`config.mk`:
```
export PLATFORM = sky130hd
export DESIGN_NAME = nmi_dma_arb
export DESIGN_NICKNAME = d
export VERILOG_FILES = /design/src/rtl/nmi_arb_pkg.sv /design/src/rtl/nmi_arb_wdt.sv /design/src/rtl/nmi_dma_arb.sv
export SDC_FILE = /design/constraint.sdc
export NUM_CORES = 1
export LEC_CHECK = 0
export BUFFER_PORTS_ARGS = -buffer_cell sky130_fd_sc_hd__buf_2
export CAP_MARGIN = 30
export CORE_AREA = 2 2 119 121
export CTS_CLUSTER_SIZE = 8
export DETAILED_ROUTE_END_ITERATION = 7
export DIE_AREA = 0 0 121 123
export GPL_ROUTABILITY_DRIVEN = 0
export SLEW_MARGIN = 25
export SYNTH_ARGS = -nofsm -noshare
export SYNTH_HDL_FRONTEND = slang
export SYNTH_HIERARCHICAL = 1
export SYNTH_SLANG_ARGS = --single-unit
```
`constraint.sdc`:
```
create_clock -name clk_i -period 3.2 [get_ports clk_i]
set_clock_uncertainty 0.2 [all_clocks]
set_input_delay 0.16 -clock clk_i [delete_from_list [all_inputs] [get_ports clk_i]]
set_output_delay 0.16 -clock clk_i [all_outputs]
set_load 0.005 [all_outputs]
```
`src/rtl/nmi_arb_pkg.sv`:
```
// Shared types and constants for the CPU/DMA NMI arbiter.
package nmi_arb_pkg;

  typedef enum logic [1:0] {
    ST_IDLE = 2'd0,
    ST_XFER = 2'd1,
    ST_TOUT = 2'd2
  } arb_state_e;

  // Owner encoding is one-hot so it can drive grant_o directly.
  localparam logic [1:0] OWN_NONE = 2'b00;
  localparam logic [1:0] OWN_CPU  = 2'b01;
  localparam logic [1:0] OWN_DMA  = 2'b10;

  localparam logic [31:0] ERR_RDATA_DEFAULT = 32'hDEAD_BEEF;

  // DMA normally wins; a waiting CPU that has been passed over too often wins instead.
  function automatic logic [1:0] pick_owner(input logic cpu_valid,
                                            input logic dma_valid,
                                            input logic cpu_starved);
    if (dma_valid && !(cpu_valid && cpu_starved)) begin
      return OWN_DMA;
    end else if (cpu_valid) begin
      return OWN_CPU;
    end else begin
      return OWN_NONE;
    end
  endfunction

endpackage

```
`src/rtl/nmi_arb_wdt.sv`:
```
// Slave-ready watchdog: counts stalled transfer cycles and flags the last allowed one.
module nmi_arb_wdt #(
  parameter int TIMEOUT_CYCLES = 1024
) (
  input  logic clk_i,
  input  logic rst_i,
  input  logic clear_i,
  input  logic enable_i,
  output logic expire_o
);

  localparam logic [15:0] LAST_COUNT = 16'(TIMEOUT_CYCLES - 1);

  logic [15:0] count_q;

  // Stall counter, restarted for every new transfer and held once it reaches the limit.
  always_ff @(posedge clk_i) begin
    if (rst_i || clear_i) begin
      count_q <= '0;
    end else if (enable_i && (count_q != LAST_COUNT)) begin
      count_q <= count_q + 16'd1;
    end
  end

  // Expiry only counts in a stalled cycle, so a coincident slave ready never times out.
  assign expire_o = enable_i && (count_q == LAST_COUNT);

endmodule

```
`src/rtl/nmi_dma_arb.sv`:
```
// Two-master (CPU, DMA) NMI arbiter in front of a single native IP decoder.
module nmi_dma_arb
  import nmi_arb_pkg::*;
#(
  parameter int          STARVE_LIMIT   = 4,
  parameter int          TIMEOUT_CYCLES = 1024,
  parameter logic [31:0] ERR_RDATA      = ERR_RDATA_DEFAULT
) (
  input  logic        clk_i,
  input  logic        rst_i,

  input  logic        cpu_valid_i,
  input  logic [31:0] cpu_addr_i,
  input  logic [31:0] cpu_wdata_i,
  input  logic [3:0]  cpu_wstrb_i,
  output logic        cpu_ready_o,
  output logic [31:0] cpu_rdata_o,

  input  logic        dma_valid_i,
  input  logic [31:0] dma_addr_i,
  input  logic [31:0] dma_wdata_i,
  input  logic [3:0]  dma_wstrb_i,
  output logic        dma_ready_o,
  output logic [31:0] dma_rdata_o,

  output logic        s_valid_o,
  output logic [31:0] s_addr_o,
  output logic [31:0] s_wdata_o,
  output logic [3:0]  s_wstrb_o,
  input  logic        s_ready_i,
  input  logic [31:0] s_rdata_i,

  output logic [1:0]  grant_o,
  output logic        timeout_o
);

  localparam int            SW         = (STARVE_LIMIT < 1) ? 1 : $clog2(STARVE_LIMIT + 1);
  localparam logic [SW-1:0] STARVE_MAX = SW'(STARVE_LIMIT);

  arb_state_e    state_q;
  logic [1:0]    grant_q;
  logic [SW-1:0] starve_q;
  logic          timeout_q;

  logic          any_valid;
  logic          cpu_starved;
  logic [1:0]    winner;
  logic          owner_valid;
  logic [31:0]   owner_addr;
  logic [31:0]   owner_wdata;
  logic [3:0]    owner_wstrb;
  logic          xfer_live;
  logic          xfer_done;
  logic          tout_live;
  logic          wdt_clear;
  logic          wdt_enable;
  logic          wdt_expire;

  assign any_valid   = cpu_valid_i | dma_valid_i;
  assign cpu_starved = (starve_q == STARVE_MAX);
  assign winner      = pick_owner(cpu_valid_i, dma_valid_i, cpu_starved);

  // Select the current owner's request; nothing is selected while idle.
  always_comb begin
    owner_valid = 1'b0;
    owner_addr  = '0;
    owner_wdata = '0;
    owner_wstrb = '0;
    case (grant_q)
      OWN_CPU: begin
        owner_valid = cpu_valid_i;
        owner_addr  = cpu_addr_i;
        owner_wdata = cpu_wdata_i;
        owner_wstrb = cpu_wstrb_i;
      end
      OWN_DMA: begin
        owner_valid = dma_valid_i;
        owner_addr  = dma_addr_i;
        owner_wdata = dma_wdata_i;
        owner_wstrb = dma_wstrb_i;
      end
      default: begin
        owner_valid = 1'b0;
      end
    endcase
  end

  // The slave request depends only on state and master valid, never on s_ready_i.
  assign xfer_live = !rst_i && (state_q == ST_XFER) && owner_valid;
  assign xfer_done = xfer_live && s_ready_i;
  assign tout_live = !rst_i && (state_q == ST_TOUT);

  assign s_valid_o = xfer_live;
  assign s_addr_o  = xfer_live ? owner_addr  : '0;
  assign s_wdata_o = xfer_live ? owner_wdata : '0;
  assign s_wstrb_o = xfer_live ? owner_wstrb : '0;

  assign cpu_ready_o = grant_q[0] && (xfer_done || tout_live);
  assign dma_ready_o = grant_q[1] && (xfer_done || tout_live);
  assign cpu_rdata_o = !grant_q[0] ? '0 : (xfer_done ? s_rdata_i : (tout_live ? ERR_RDATA : '0));
  assign dma_rdata_o = !grant_q[1] ? '0 : (xfer_done ? s_rdata_i : (tout_live ? ERR_RDATA : '0));

  assign grant_o   = rst_i ? OWN_NONE : grant_q;
  assign timeout_o = !rst_i && timeout_q;

  assign wdt_clear  = (state_q == ST_IDLE) && any_valid;
  assign wdt_enable = (state_q == ST_XFER) && owner_valid && !s_ready_i;

  nmi_arb_wdt #(
    .TIMEOUT_CYCLES(TIMEOUT_CYCLES)
  ) u_wdt (
    .clk_i   (clk_i),
    .rst_i   (rst_i),
    .clear_i (wdt_clear),
    .enable_i(wdt_enable),
    .expire_o(wdt_expire)
  );

  // Arbitration FSM: grant in IDLE, run one transfer, optionally report a timeout, back to IDLE.
  always_ff @(posedge clk_i) begin
    if (rst_i) begin
      state_q   <= ST_IDLE;
      grant_q   <= OWN_NONE;
      starve_q  <= '0;
      timeout_q <= 1'b0;
    end else begin
      timeout_q <= 1'b0;
      case (state_q)
        ST_IDLE: begin
          if (any_valid) begin
            grant_q <= winner;
            state_q <= ST_XFER;
            if (winner == OWN_CPU) begin
              starve_q <= '0;
            end else if (cpu_valid_i && !cpu_starved) begin
              starve_q <= starve_q + SW'(1);
            end
          end
        end
        ST_XFER: begin
          if (!owner_valid || s_ready_i) begin
            state_q <= ST_IDLE;
            grant_q <= OWN_NONE;
          end else if (wdt_expire) begin
            state_q   <= ST_TOUT;
            timeout_q <= 1'b1;
          end
        end
        ST_TOUT: begin
          state_q <= ST_IDLE;
          grant_q <= OWN_NONE;
        end
        default: begin
          state_q <= ST_IDLE;
          grant_q <= OWN_NONE;
        end
      endcase
    end
  end

endmodule
```
==> summary.txt <==
Synth
  – Flops & latches, synth: 24
  – Mapped cell area: 2840 um2
  – Top FF cell, synth: dfxtp_1
  – Async S/R FF share, synth: 0
  – Synth cell types: 54
  – Post-Syn Nets: 607
  – Synthesis warning total: 6
  – EDFF count, synth: 0
  – Avg Inst Size Synth: 6.621 um2
  – Synth area leaders: a22oi_1 (18%), dfxtp_1 (17%), nor3_1 (10%)
  – Syn Inst Count: 429
  – Leading area contributor after synthesis: a22oi_1
  – Yosys top cell area share: 0.1824
  – Register area share after synthesis: 0.1692

STA
  – Slew Limit Fails: 0
  – Worst slew margin: 0.4366
  – Hold Fails Final Rpt: 0
  – Fin crit period: 3016 ps
  – Fin Setup TNS: 0 ps
  – Final worst setup slack: 183.8 ps
  – Fmax: 331.5 MHz
  – Worst Max-Slew Pin Slew: 845.2 ps
  – Final Setup Violations: 0
  – Period utilisation layout: 0.9426
  – Unrepaired setup endpoints after global routing: no

Power
  – Seq pwr share: 0.352
  – Clk network pwr share: 0.337
  – Switch share: 0.2888
  – PwrDens: 189.8 nW/um2
  – Peak VDD IR: 0.0001458 V
  – P_int: 0.6251 mW
  – P_sw: 0.2539 mW
  – Combinational Power Share: 0.312
  – Leakage: 2.240 nW

Detailed routing
  – DR WL/cell: 16.04 um
  – Metal-1 WL: 6041 um
  – TritonRoute pass-1 iters: 5
  – Via/cell ratio: 5.002
  – Met2 routed wirelength: 6794 um
  – Remaining DRCs: 0
  – DR iter-0 viols: 304
  – Vias: 4447
  – Antenna-violating nets left: 0
  – Top sig layer: met5
  – WL final: 14260 um
  – WL met3: 1314 um

Global routing
  – Largest net degree at the start of global routing: 69
  – Total track usage: 0.1615
  – Antenna violations before repair: 2
  – First-pass GRT wire length: 19420 um
  – GRT overflow: 0
  – Vias in the first global route: 3710

Worst setup path
  – CP Data Required Time: 2840 ps
  – Peak fanout along the critical path: 50
  – Crit path DAT: 2660 ps
  – CP Launch Type: register
  – Worst setup path category: register to output port
  – Critical path endpoint category: output port

Placed design
  – DP HPWL: 11350 um
  – Port-buffer cells: 310
  – Post-Place Worst Slack: 461.7 ps

Clock tree
  – # hold bufs at CTS: 0
  – Clock slew at reported path FFs: 60 ps
  – Clock sinks: 24
  – CTS Buffer Depth: 2
  – Post-cts sizing count: 0
  – Root buffer cell: clkbuf_16
  – CTS Buf Count: 3
  – Worst-Skew Late Latency: 250 ps
  – Postcts setup bufs: 0
  – CTS tree: built
  – H-Tree Depth: 1

Run status
  – Status: finished, final reports clean

Cells and area
  – Filler instances: 1522
  – Reg area: 480.5 um2
  – Final net count: 887
  – Most common cell after layout, fill and taps aside: buf_2
  – Syn-to-layout area delta: 63.04%
  – Multi-input logic area: 2131 um2
  – Most frequent cells in the layout: buf_2 (310), nor2_1 (76), a22oi_1 (68)
  – Ratio of cells with drive above 1 in the final layout: 0.4901

Min path
  – Hold Crit Class: primary input to register

Die
  – Number of core rows: 43
  – Io pins: 311
  – Core footprint: 13610 um2
  – Die Y-Extent: 123 um
  – Initial Util: 0.2087
  – Die ar.: 14880 um2
  – Die width: 121 um

Job
  – Max-cap violations: 0
==> power groups by stage <==
stage	Combinational (mW)	Sequential (mW)	Clock, mW
final	0.274	0.309	0.296
after floorplan	0.127	0.314	0
after CTS	0.275	0.309	0.305
after detailed placement	0.273	0.316	0
after global routing	0.300	0.310	0.319
after global placement	0.271	0.316	0
==> flip-flops by register name (all words and copies together), names as in the netlist <==
register and flops:
grant_q 2, starve_q 3, state_q 2, timeout_q 1, u_wdt/count_q 16
==> path summary, 6_finish.rpt <==
kind	end	startpoint	depth (start not counted)	slack, ps
setup reg to reg	u_wdt/count_q[15]	grant_q[1]	9	540
setup / recovery	s_addr_o[3]	grant_q[0]	7	180
hold reg to reg	u_wdt/count_q[1]	u_wdt/count_q[1]	2	290
hold / removal	starve_q[2]	rst_i	2	70
==> metrics by stage <==
stage | hold WS, ps | cell area (um2) | total power [mW] | util | std cells
after global placement | 284.0 | 4524 | 0.5871 | 0.3324 | 883
after detailed placement | 292.5 | 4539 | 0.5883 | 0.3335 | 884
final | 68.11 | 4631 | 0.8789 | 0.3402 | 889
after floorplan | 133.6 | 2855 | 0.4411 | - | 429
after global routing | 93.03 | 4628 | 0.9289 | 0.3400 | 888
after CTS | 69.80 | 4628 | 0.8889 | 0.3400 | 888
==> kinds of logic (layout without fill, tap and decap cells) <==
kind of cell	count (synthesis)	in the layout	synth area share
other	0	1	0
XOR/XNOR	3	3	0.009253
AND/OR/NAND/NOR	232	232	0.4260
adder cells (fa/ha/maj)	5	5	0.02203
AO/OA/AOI/OAI	106	106	0.2767
flip-flops	24	24	0.1692
buffers and inverters	57	336	0.08986
multiplexers	2	2	0.007049
==> per-layer routing <==
metal	vias to the layer above	GRT usage
li1	2187	-
met1	2012	0.2148
met2	236	0.2763
met3	10	0.03321
met4	2	0.02180
met5	-	0
==> Yosys cell counts, types with 2 or more instances <==
master,instances
a21o_1,2
a21oi_1,10
a22oi_1,69
a31oi_1,3
a41o_1,2
and3_1,19
buf_2,2
buf_6,4
clkbuf_1,40
dfxtp_1,24
ha_1,5
inv_1,8
mux2i_1,2
nand2_1,8
nand2b_1,4
nand3_1,9
nand4_1,5
nor2_1,76
nor3_1,57
nor4_1,26
nor4bb_1,2
o21ai_0,3
o21ai_1,4
o31ai_1,4
or2_2,2
or3_1,5
or3_2,2
or3b_2,3
or4_1,3
xnor2_1,2
==> cell type report <==
cell class / instances / area share
diodes: 1 / 0.0005404
flip-flops and latches: 24 / 0.1038
clock buffers: 4 / 0.01918
inverters: 9 / 0.007295
multi-input cells: 348 / 0.4601
repair buffers: 323 / 0.3604
well taps: 180 / 0.04864
==> worst max-delay path, cell delays in order, from the launching register on <==
cell and delay, ps:
dfxtp_1 330, inv_1 40, ha_2 320, or4b_1 730, or2_2 400, buf_12 180, nor2_1 220, buf_2 150
No activity file was read; power rests on OpenSTA's default activity.
